<file path="src/rtl/cmos_capture_raw_win.sv">
// cmos_capture_raw_win: RAW/gray DVP capture front-end on cmos_pclk.
// Syncs pins, waits for the sensor to settle, crops, decimates, checks lines, measures fps.
//
// Ports:
//   cmos_pclk, rst_n               pixel clock (rising edge), async active-low reset
//   cmos_vsync/href/data           sensor pins
//   err_clr                        clears line_len_err
//   out_vsync/href/data/sof        gated, cropped DVP-style output stream
//   vsync_end                      pulse on each synced vsync falling edge
//   pixel_cnt, line_cnt            stage-2 pixel/line indices
//   line_len_err                   sticky line-length mismatch flag
//   fps_rate                       input frames per second, updated every 2 s
module cmos_capture_raw_win #(
   parameter int DATA_W        = 8,
   parameter int CNT_W         = 12,
   parameter int FRAME_WAITCNT = 3,
   parameter int CLK_FREQ      = 74_250_000,
   parameter int H_START       = 0,
   parameter int H_END         = 1279,
   parameter int V_START       = 3,
   parameter int V_END         = 722,
   parameter int FRAME_DECIM   = 1,
   parameter int EXP_LINE_LEN  = 1280
) (
   input  logic              cmos_pclk,
   input  logic              rst_n,
   input  logic              cmos_vsync,
   input  logic              cmos_href,
   input  logic [DATA_W-1:0] cmos_data,
   input  logic              err_clr,
   output logic              out_vsync,
   output logic              out_href,
   output logic [DATA_W-1:0] out_data,
   output logic              out_sof,
   output logic              vsync_end,
   output logic [CNT_W-1:0]  pixel_cnt,
   output logic [CNT_W-1:0]  line_cnt,
   output logic              line_len_err,
   output logic [7:0]        fps_rate
);

   localparam logic [3:0]       WAIT_N   = 4'(FRAME_WAITCNT);
   localparam logic [3:0]       DEC_LAST = 4'(FRAME_DECIM - 1);
   localparam logic [CNT_W-1:0] H_S      = CNT_W'(H_START);
   localparam logic [CNT_W-1:0] V_S      = CNT_W'(V_START);
   localparam logic [CNT_W-1:0] H_SPAN   = CNT_W'(H_END - H_START);
   localparam logic [CNT_W-1:0] V_SPAN   = CNT_W'(V_END - V_START);
   localparam logic [CNT_W:0]   EXP_LEN  = (CNT_W+1)'(EXP_LINE_LEN);
   localparam bit               LEN_CHK  = (EXP_LINE_LEN != 0);
   localparam logic [27:0]      FPS_LAST = 28'(2 * CLK_FREQ - 1);

   typedef enum logic [1:0] {
      S_WAIT = 2'd0,
      S_ARM  = 2'd1,
      S_RUN  = 2'd2
   } state_t;

   state_t            state;
   logic [3:0]        wait_cnt;
   logic [1:0]        vs_r;
   logic [1:0]        hs_r;
   logic [DATA_W-1:0] d_r0;
   logic [DATA_W-1:0] d_r1;
   logic [3:0]        dec_cnt;
   logic              frame_en;
   logic [27:0]       fps_tmr;
   logic [8:0]        fps_cnt;

   logic              vs1;
   logic              hs1;
   logic              vs2;
   logic              hs2;
   logic [DATA_W-1:0] d2;
   logic              run;
   logic              vs_rise;
   logic              line_end;
   logic              len_bad;
   logic [CNT_W-1:0]  h_off;
   logic [CNT_W-1:0]  v_off;
   logic              win;
   logic              href_nxt;
   logic              fps_last;

   // Stage-1 values are what stage 2 will hold next cycle; the counters
   // and frame_en are computed from them so they line up with stage 2.
   assign vs1       = vs_r[0];
   assign hs1       = hs_r[0] & vs_r[0];
   assign vs2       = vs_r[1];
   assign hs2       = hs_r[1] & vs_r[1];
   assign d2        = d_r1;
   assign vsync_end = vs_r[1] & ~vs_r[0];
   assign vs_rise   = vs_r[0] & ~vs_r[1];
   assign run       = (state == S_RUN);

   // A line ends when href drops while vsync stays high; a vsync drop
   // cuts the line short and is not treated as a line end.
   assign line_end  = hs2 & ~hs1 & vs1;
   assign len_bad   = ((CNT_W+1)'(pixel_cnt) + (CNT_W+1)'(1)) != EXP_LEN;

   // Unsigned offset trick: below-start values wrap past the span.
   assign h_off     = pixel_cnt - H_S;
   assign v_off     = line_cnt - V_S;
   assign win       = (h_off <= H_SPAN) && (v_off <= V_SPAN);
   assign href_nxt  = run & frame_en & hs2 & win;
   assign fps_last  = (fps_tmr == FPS_LAST);

   always_ff @(posedge cmos_pclk or negedge rst_n) begin
      if (!rst_n) begin
         vs_r <= '0;
         hs_r <= '0;
         d_r0 <= '0;
         d_r1 <= '0;
      end else begin
         vs_r <= {vs_r[0], cmos_vsync};
         hs_r <= {hs_r[0], cmos_href};
         d_r0 <= cmos_data;
         d_r1 <= d_r0;
      end
   end

   always_ff @(posedge cmos_pclk or negedge rst_n) begin
      if (!rst_n) begin
         pixel_cnt <= '0;
         line_cnt  <= '0;
      end else begin
         if (!hs1)
            pixel_cnt <= '0;
         else if (hs2)
            pixel_cnt <= pixel_cnt + CNT_W'(1);
         else
            pixel_cnt <= '0;

         if (!vs1)
            line_cnt <= '0;
         else if (hs2 && !hs1)
            line_cnt <= line_cnt + CNT_W'(1);
      end
   end

   // The ARM state holds off until a frame boundary so output always
   // starts on a complete frame.
   always_ff @(posedge cmos_pclk or negedge rst_n) begin
      if (!rst_n) begin
         state    <= S_WAIT;
         wait_cnt <= '0;
      end else begin
         unique case (state)
            S_WAIT: begin
               if (wait_cnt == WAIT_N)
                  state <= S_ARM;
               else if (vsync_end)
                  wait_cnt <= wait_cnt + 4'd1;
            end
            S_ARM: begin
               if (vsync_end)
                  state <= S_RUN;
            end
            S_RUN: begin
               state <= S_RUN;
            end
            default: begin
               state <= S_WAIT;
            end
         endcase
      end
   end

   always_ff @(posedge cmos_pclk or negedge rst_n) begin
      if (!rst_n) begin
         dec_cnt  <= '0;
         frame_en <= 1'b0;
      end else if (run && vs_rise) begin
         frame_en <= (dec_cnt == 4'd0);
         if (dec_cnt == DEC_LAST)
            dec_cnt <= '0;
         else
            dec_cnt <= dec_cnt + 4'd1;
      end
   end

   always_ff @(posedge cmos_pclk or negedge rst_n) begin
      if (!rst_n) begin
         out_vsync <= 1'b0;
         out_href  <= 1'b0;
         out_data  <= '0;
         out_sof   <= 1'b0;
      end else begin
         out_vsync <= run & frame_en & vs2;
         out_href  <= href_nxt;
         out_data  <= href_nxt ? d2 : '0;
         out_sof   <= href_nxt && (pixel_cnt == H_S) && (line_cnt == V_S);
      end
   end

   // Set has priority over clear so a coincident error is never lost.
   always_ff @(posedge cmos_pclk or negedge rst_n) begin
      if (!rst_n)
         line_len_err <= 1'b0;
      else if (LEN_CHK && run && line_end && len_bad)
         line_len_err <= 1'b1;
      else if (err_clr)
         line_len_err <= 1'b0;
   end

   // fps_cnt holds frames per two seconds; halving gives frames/s.
   always_ff @(posedge cmos_pclk or negedge rst_n) begin
      if (!rst_n) begin
         fps_tmr  <= '0;
         fps_cnt  <= '0;
         fps_rate <= '0;
      end else if (fps_last) begin
         fps_tmr  <= '0;
         fps_cnt  <= '0;
         fps_rate <= fps_cnt[8:1];
      end else begin
         fps_tmr <= fps_tmr + 28'd1;
         if (vsync_end && fps_cnt != 9'h1FF)
            fps_cnt <= fps_cnt + 9'd1;
      end
   end

endmodule

</file>
<file path="config.mk">
export PLATFORM = sky130hd
export DESIGN_NAME = cmos_capture_raw_win
export DESIGN_NICKNAME = d
export VERILOG_FILES = /design/src/rtl/cmos_capture_raw_win.sv
export SDC_FILE = /design/constraint.sdc
export NUM_CORES = 1
export LEC_CHECK = 0
export BUFFER_PORTS_ARGS = -buffer_cell sky130_fd_sc_hd__buf_2
export CORE_MARGIN = 8
export CORE_UTILIZATION = 53
export CTS_CLUSTER_DIAMETER = 30
export CTS_CLUSTER_SIZE = 8
export DETAILED_ROUTE_END_ITERATION = 8
export GPL_ROUTABILITY_DRIVEN = 0
export GPL_TIMING_DRIVEN = 0
export PLACE_DENSITY = 0.72
export SLEW_MARGIN = 20
export SYNTH_ARGS = -nofsm -noshare
export SYNTH_HDL_FRONTEND = slang
export SYNTH_SLANG_ARGS = --single-unit
</file>
<file path="constraint.sdc">
create_clock -name cmos_pclk -period 2.5 [get_ports cmos_pclk]
set_clock_uncertainty 0.15 [all_clocks]
set_input_delay 0.25 -clock cmos_pclk [delete_from_list [all_inputs] [get_ports cmos_pclk]]
set_output_delay 0.25 -clock cmos_pclk [all_outputs]
set_load 0.005 [all_outputs]
</file>
==> results.md <==
Power and ir drop:
- The maximum ir drop on the vdd rail is ~0.46 mV.
- In this run, flip-flops and latches consume between 50% and 60% of the power.
- The total power per unit cell area is ~570 nW/um^2.
- The analysis attributes to net switching a power of 923 uW.
- Combinational cells account for between 10 and 15% of the total power.
- The design draws around 3500 uW.
- The share of total power dissipated in the clock network is roughly 31%.
- The internal portion of the total power is around 2600 uW.
- Of the total power, the share spent switching nets is 26.4%.
- The leakage power total is around 0.0028 uW.

Synthesis:
- The number of synthesized flops with an enable pin is 0.
- In the synthesized netlist, the cells that appear most often are sky130_fd_sc_hd__dfrtp_1 (112), sky130_fd_sc_hd__nor2_1 (49), sky130_fd_sc_hd__nand2_1 (36).
- The predominant post-synthesis flop cell is sky130_fd_sc_hd__dfrtp_1.
- After synthesis the netlist holds a flip-flop and latch count of roughly 110.
- The share of flip-flops with an asynchronous set or reset after synthesis is 100%.
- The unique cell type count in the Yosys netlist is between 50 and 60.
- Synthesis handed over a netlist of around 480 instances.
- The cell area after technology mapping is just over 5000 sq um.
- The number of nets handed over by synthesis was 504.
- The Yosys step of the flow raised 0 warnings.
- In this run the biggest area consumer among cell types represents 54.2% of the synthesized area.
- By area the synthesized netlist is led by sky130_fd_sc_hd__dfrtp_1 (54%), sky130_fd_sc_hd__xnor2_1 (5.9%), sky130_fd_sc_hd__nor2_1 (3.6%), sky130_fd_sc_hd__xor2_1 (3.6%), sky130_fd_sc_hd__ha_1 (3.1%).
- The post-synthesis sequential area ratio is a little over half.
- Dividing the synthesized area by the synthesized cell count gives approximately 11 sq um.
- sky130_fd_sc_hd__dfrtp_1 takes more of the synthesized area than any other cell.
- In the post-synthesis netlist, the cell with the most instances is sky130_fd_sc_hd__dfrtp_1.

Detailed routing:
- The post-detailed-route wirelength per cell is around 15 microns.
- The sum of met2 wire segment lengths after detailed routing is around 4900 microns.
- The remaining routing DRC violations is 0.
- After detailed routing, the total wire length is 10300 microns.
- The count of vias placed by the detailed router is 3763.
- The number of violations reported at the end of detailed-routing iteration 0 is roughly 210.
- The uppermost layer routed is met4.
- After detailed routing, the met3 layer carries 615 microns of wire.
- After detailed routing, the wire length on met1 is 4620 microns.
- Before antenna repair, the detailed router went through 4 iterations.
- The antenna violation net count after detailed routing is 0.
- The routed via count divided by cell count is between 5 and 6.

Finish:
- In the final layout, flip-flops and latches occupy roughly 2800 sq um.
- In the final layout, the multi-input gates occupy about 2300 sq um.
- The antenna diode count is 0.
- After filler insertion, the fill cell instance count of the layout stands at between 800 and 900.
- The layout net count is a little under 600.
- Of the cells placed in the final design, the portion with a size suffix greater than 1 is 21.6%.
- Compared with the post-synthesis result, the final layout area differs by 18.9%.

Timing:
- The final number of hold-violating endpoints is 0.
- Measured against its own limit, the worst slew margin works out to about 52%.
- The final-report setup violation count is 0.
- Setup repair after global routing could not meet its margin everywhere.
- The worst path uses between 90% and 100% of the clock period.
- The post-layout minimum cycle time is around 2.4 ns.
- The final worst hold slack is 0.178 ns.
- The number of max-slew violations in the final report is 0.
- The slew of the pin with the lowest slew margin is 0.713 ns.
- The highest clock frequency the design can meet is between 0.4 and 0.5 GHz.

Setup path:
- Walking the worst path, the cells encountered are or4_4 > or4b_4 > nor4b_4 > o31ai_4 > buf_6 > nor3b_2.
- The start-to-end type of the worst setup path is reg2reg.
- Across all register-to-register paths, the minimum setup slack is around 0.053 ns.
- The kind of capture point of the worst setup path is a flop.
- The worst register-to-register path has a depth of 6.
- The largest single stage delay on the critical path is around 0.54 ns.
- Data arrives at the worst endpoint at between 2 and 3 ns.
- The worst setup path is launched from a flop.
- The required arrival time at the worst endpoint is between 2 and 3 ns.
- The number of buffers and inverters on the critical path is 1.
- The cell with the largest stage delay on the worst path is sky130_fd_sc_hd__or4b_4.
- The cell family contributing the most delay on the critical path is simple AND/OR/NAND/NOR gates.
- The largest fanout on the critical path is 8.
- The capturing point of the worst reg2reg path is out_data[6].
- The startpoint of the worst register-to-register path is line_cnt[4].

Floorplan:
- The horizontal die dimension is 115 microns.
- The die footprint is about 13000 sq um.
- Once the floorplan was initialized, standard cells occupied 53.6% of the core.
- The standard-cell row count is 36.
- The I/O pin total is 58.
- The vertical die dimension is ~110 microns.
- The area of the placeable core is between 9000 and 10000 sq um.

CTS:
- The count of H-tree levels built during CTS is 3.
- The clock tree from TritonCTS is yes.
- Counting along the longest clock path gives a buffer depth of 2.
- The CTS clock-pin slew for the worst setup and hold paths is approximately 0.1 ns.
- The CTS buffer count is 9.
- The root buffer cell chosen for the clock tree is sky130_fd_sc_hd__clkbuf_8.
- For the worst-skew pair, the clock arrives at the later sink with an insertion delay of roughly 0.38 ns.
- The tree built by TritonCTS fans out to roughly 110 sinks.

Worst hold path:
- In this run the worst hold path is classified as in2async.

GRT:
- The via count of the first global-routing pass is roughly 3800.
- The first global-routing pass estimated about 17000 microns of wire.
- In the global route stage, overall resource usage came out at 16.7%.
- Global routing finished with a remaining overflow of 0.
- The initial antenna violation count is 0.
- The maximum number of pins on one net before global-route repair is 74.

Outcome:
- The run finished with clean final reports.

Placed design:
- The HPWL after detailed placement is between 7000 and 8000 microns.
- The count of input and output buffers is 57.

Flow run:
- Across the run, the number of max-cap violations was 0.
## area by class of cell
cell class / instances / area share, %
multi-input combinational: 332 / 37.8
inverter: 17 / 1.04
tap: 133 / 2.71
clock buffer: 9 / 2.02
clock inverter: 6 / 1.14
sequential: 112 / 45.7
timing repair buffer: 79 / 8.51
buffer: 14 / 1.12
## registers in the layout, summed over array words and instances (netlist names), 2 cells and up
signal     cells
d2             8
d_r0           8
dec_cnt        4
fps_cnt        9
fps_rate       8
fps_tmr       28
hs_r           2
line_cnt      12
out_data       8
pixel_cnt     12
state          2
vs_r           2
wait_cnt       4
## how the worst max path moves through the flow
stage	start	end	slack, ns	depth (start not counted)
5_1_grt	line_cnt[5]	out_data[6]	-0.03	7
3_5_place_dp	fps_tmr[0]	fps_cnt[6]	-0.46	6
4_1_cts	line_cnt[4]	out_data[7]	-0.03	6
6_report	line_cnt[4]	out_data[6]	0.05	6
3_3_place_gp	fps_tmr[17]	fps_cnt[5]	-0.33	6
2_1_floorplan	line_cnt[5]	out_sof	0.04	6
## power by group through the flow
stage / Sequential, uW / Combinational, uW / Clock (uW)
floorplan: 2040 / 242 / 0
global placement: 2060 / 333 / 0
detailed placement: 2070 / 361 / 0
CTS: 2040 / 385 / 1120
global route: 2060 / 452 / 1190
finish: 2040 / 384 / 1070
## layer usage
layer / vias up / GRT usage, %
met4: 0 / 7.09
met3: 12 / 5.88
met1: 1856 / 20.1
met5: - / 0
li1: 1825 / -
met2: 70 / 26.9
## repair_timing
item,in CTS,in global routing
setup endpoints to repair,33,23
hold endpoints to repair,50,0
pin swaps,6,3
hold buffers,12,0
resized for setup,16,11
setup buffers,8,1
## cells by family after synthesis
family	synth area share [%]
AOI/OAI and AO/OA	5.74
xor gates and xnor gates	9.49
adders and majority gates	3.15
buffers and inverters	2.71
DFF	54.2
muxes	2.59
and+or+nand+nor	22.1
## per-stage QoR
step                      TNS [ns]  util, %  instance area (sq um)  setup WS, ns  cells
final                            0     63.7                   6140        0.0531    702
after floorplan                  0        -                   5170        0.0411    478
after detailed placement    -10.41     58.7                   5660        -0.464    669
after CTS                   -0.102     63.4                   6110       -0.0305    703
after global routing       -0.0338     63.7                   6140       -0.0300    702
after global placement      -30.77     58.3                   5620        -0.333    668
## placed cells by master, fill, tap and decap left out, types with 3 or more instances in the layout
cell / count
sky130_fd_sc_hd__nand2_1: 36
sky130_fd_sc_hd__nor4b_1: 3
sky130_fd_sc_hd__dfrtp_2: 3
sky130_fd_sc_hd__or4_1: 3
sky130_fd_sc_hd__nor3_1: 7
sky130_fd_sc_hd__nor3b_2: 8
sky130_fd_sc_hd__nor4_1: 6
sky130_fd_sc_hd__buf_2: 56
sky130_fd_sc_hd__xnor2_1: 35
sky130_fd_sc_hd__buf_4: 8
sky130_fd_sc_hd__xor2_1: 21
sky130_fd_sc_hd__clkbuf_1: 8
sky130_fd_sc_hd__nand3_1: 25
sky130_fd_sc_hd__clkbuf_2: 4
sky130_fd_sc_hd__nand2b_1: 4
sky130_fd_sc_hd__mux2_2: 8
sky130_fd_sc_hd__nor2b_1: 3
sky130_fd_sc_hd__nand4_1: 14
sky130_fd_sc_hd__ha_1: 13
sky130_fd_sc_hd__clkinvlp_4: 3
sky130_fd_sc_hd__a21oi_1: 11
sky130_fd_sc_hd__dfrtp_1: 109
sky130_fd_sc_hd__clkbuf_8: 9
sky130_fd_sc_hd__or3_1: 8
sky130_fd_sc_hd__inv_1: 17
sky130_fd_sc_hd__nand4b_1: 3
sky130_fd_sc_hd__nor2_1: 49
sky130_fd_sc_hd__dlygate4sd3_1: 12
sky130_fd_sc_hd__and3_1: 14
sky130_fd_sc_hd__o21ai_0: 11
sky130_fd_sc_hd__and2_1: 10
sky130_fd_sc_hd__buf_6: 3
sky130_fd_sc_hd__a21boi_0: 3
sky130_fd_sc_hd__mux2_1: 3
(Power assumes the default switching activity.)
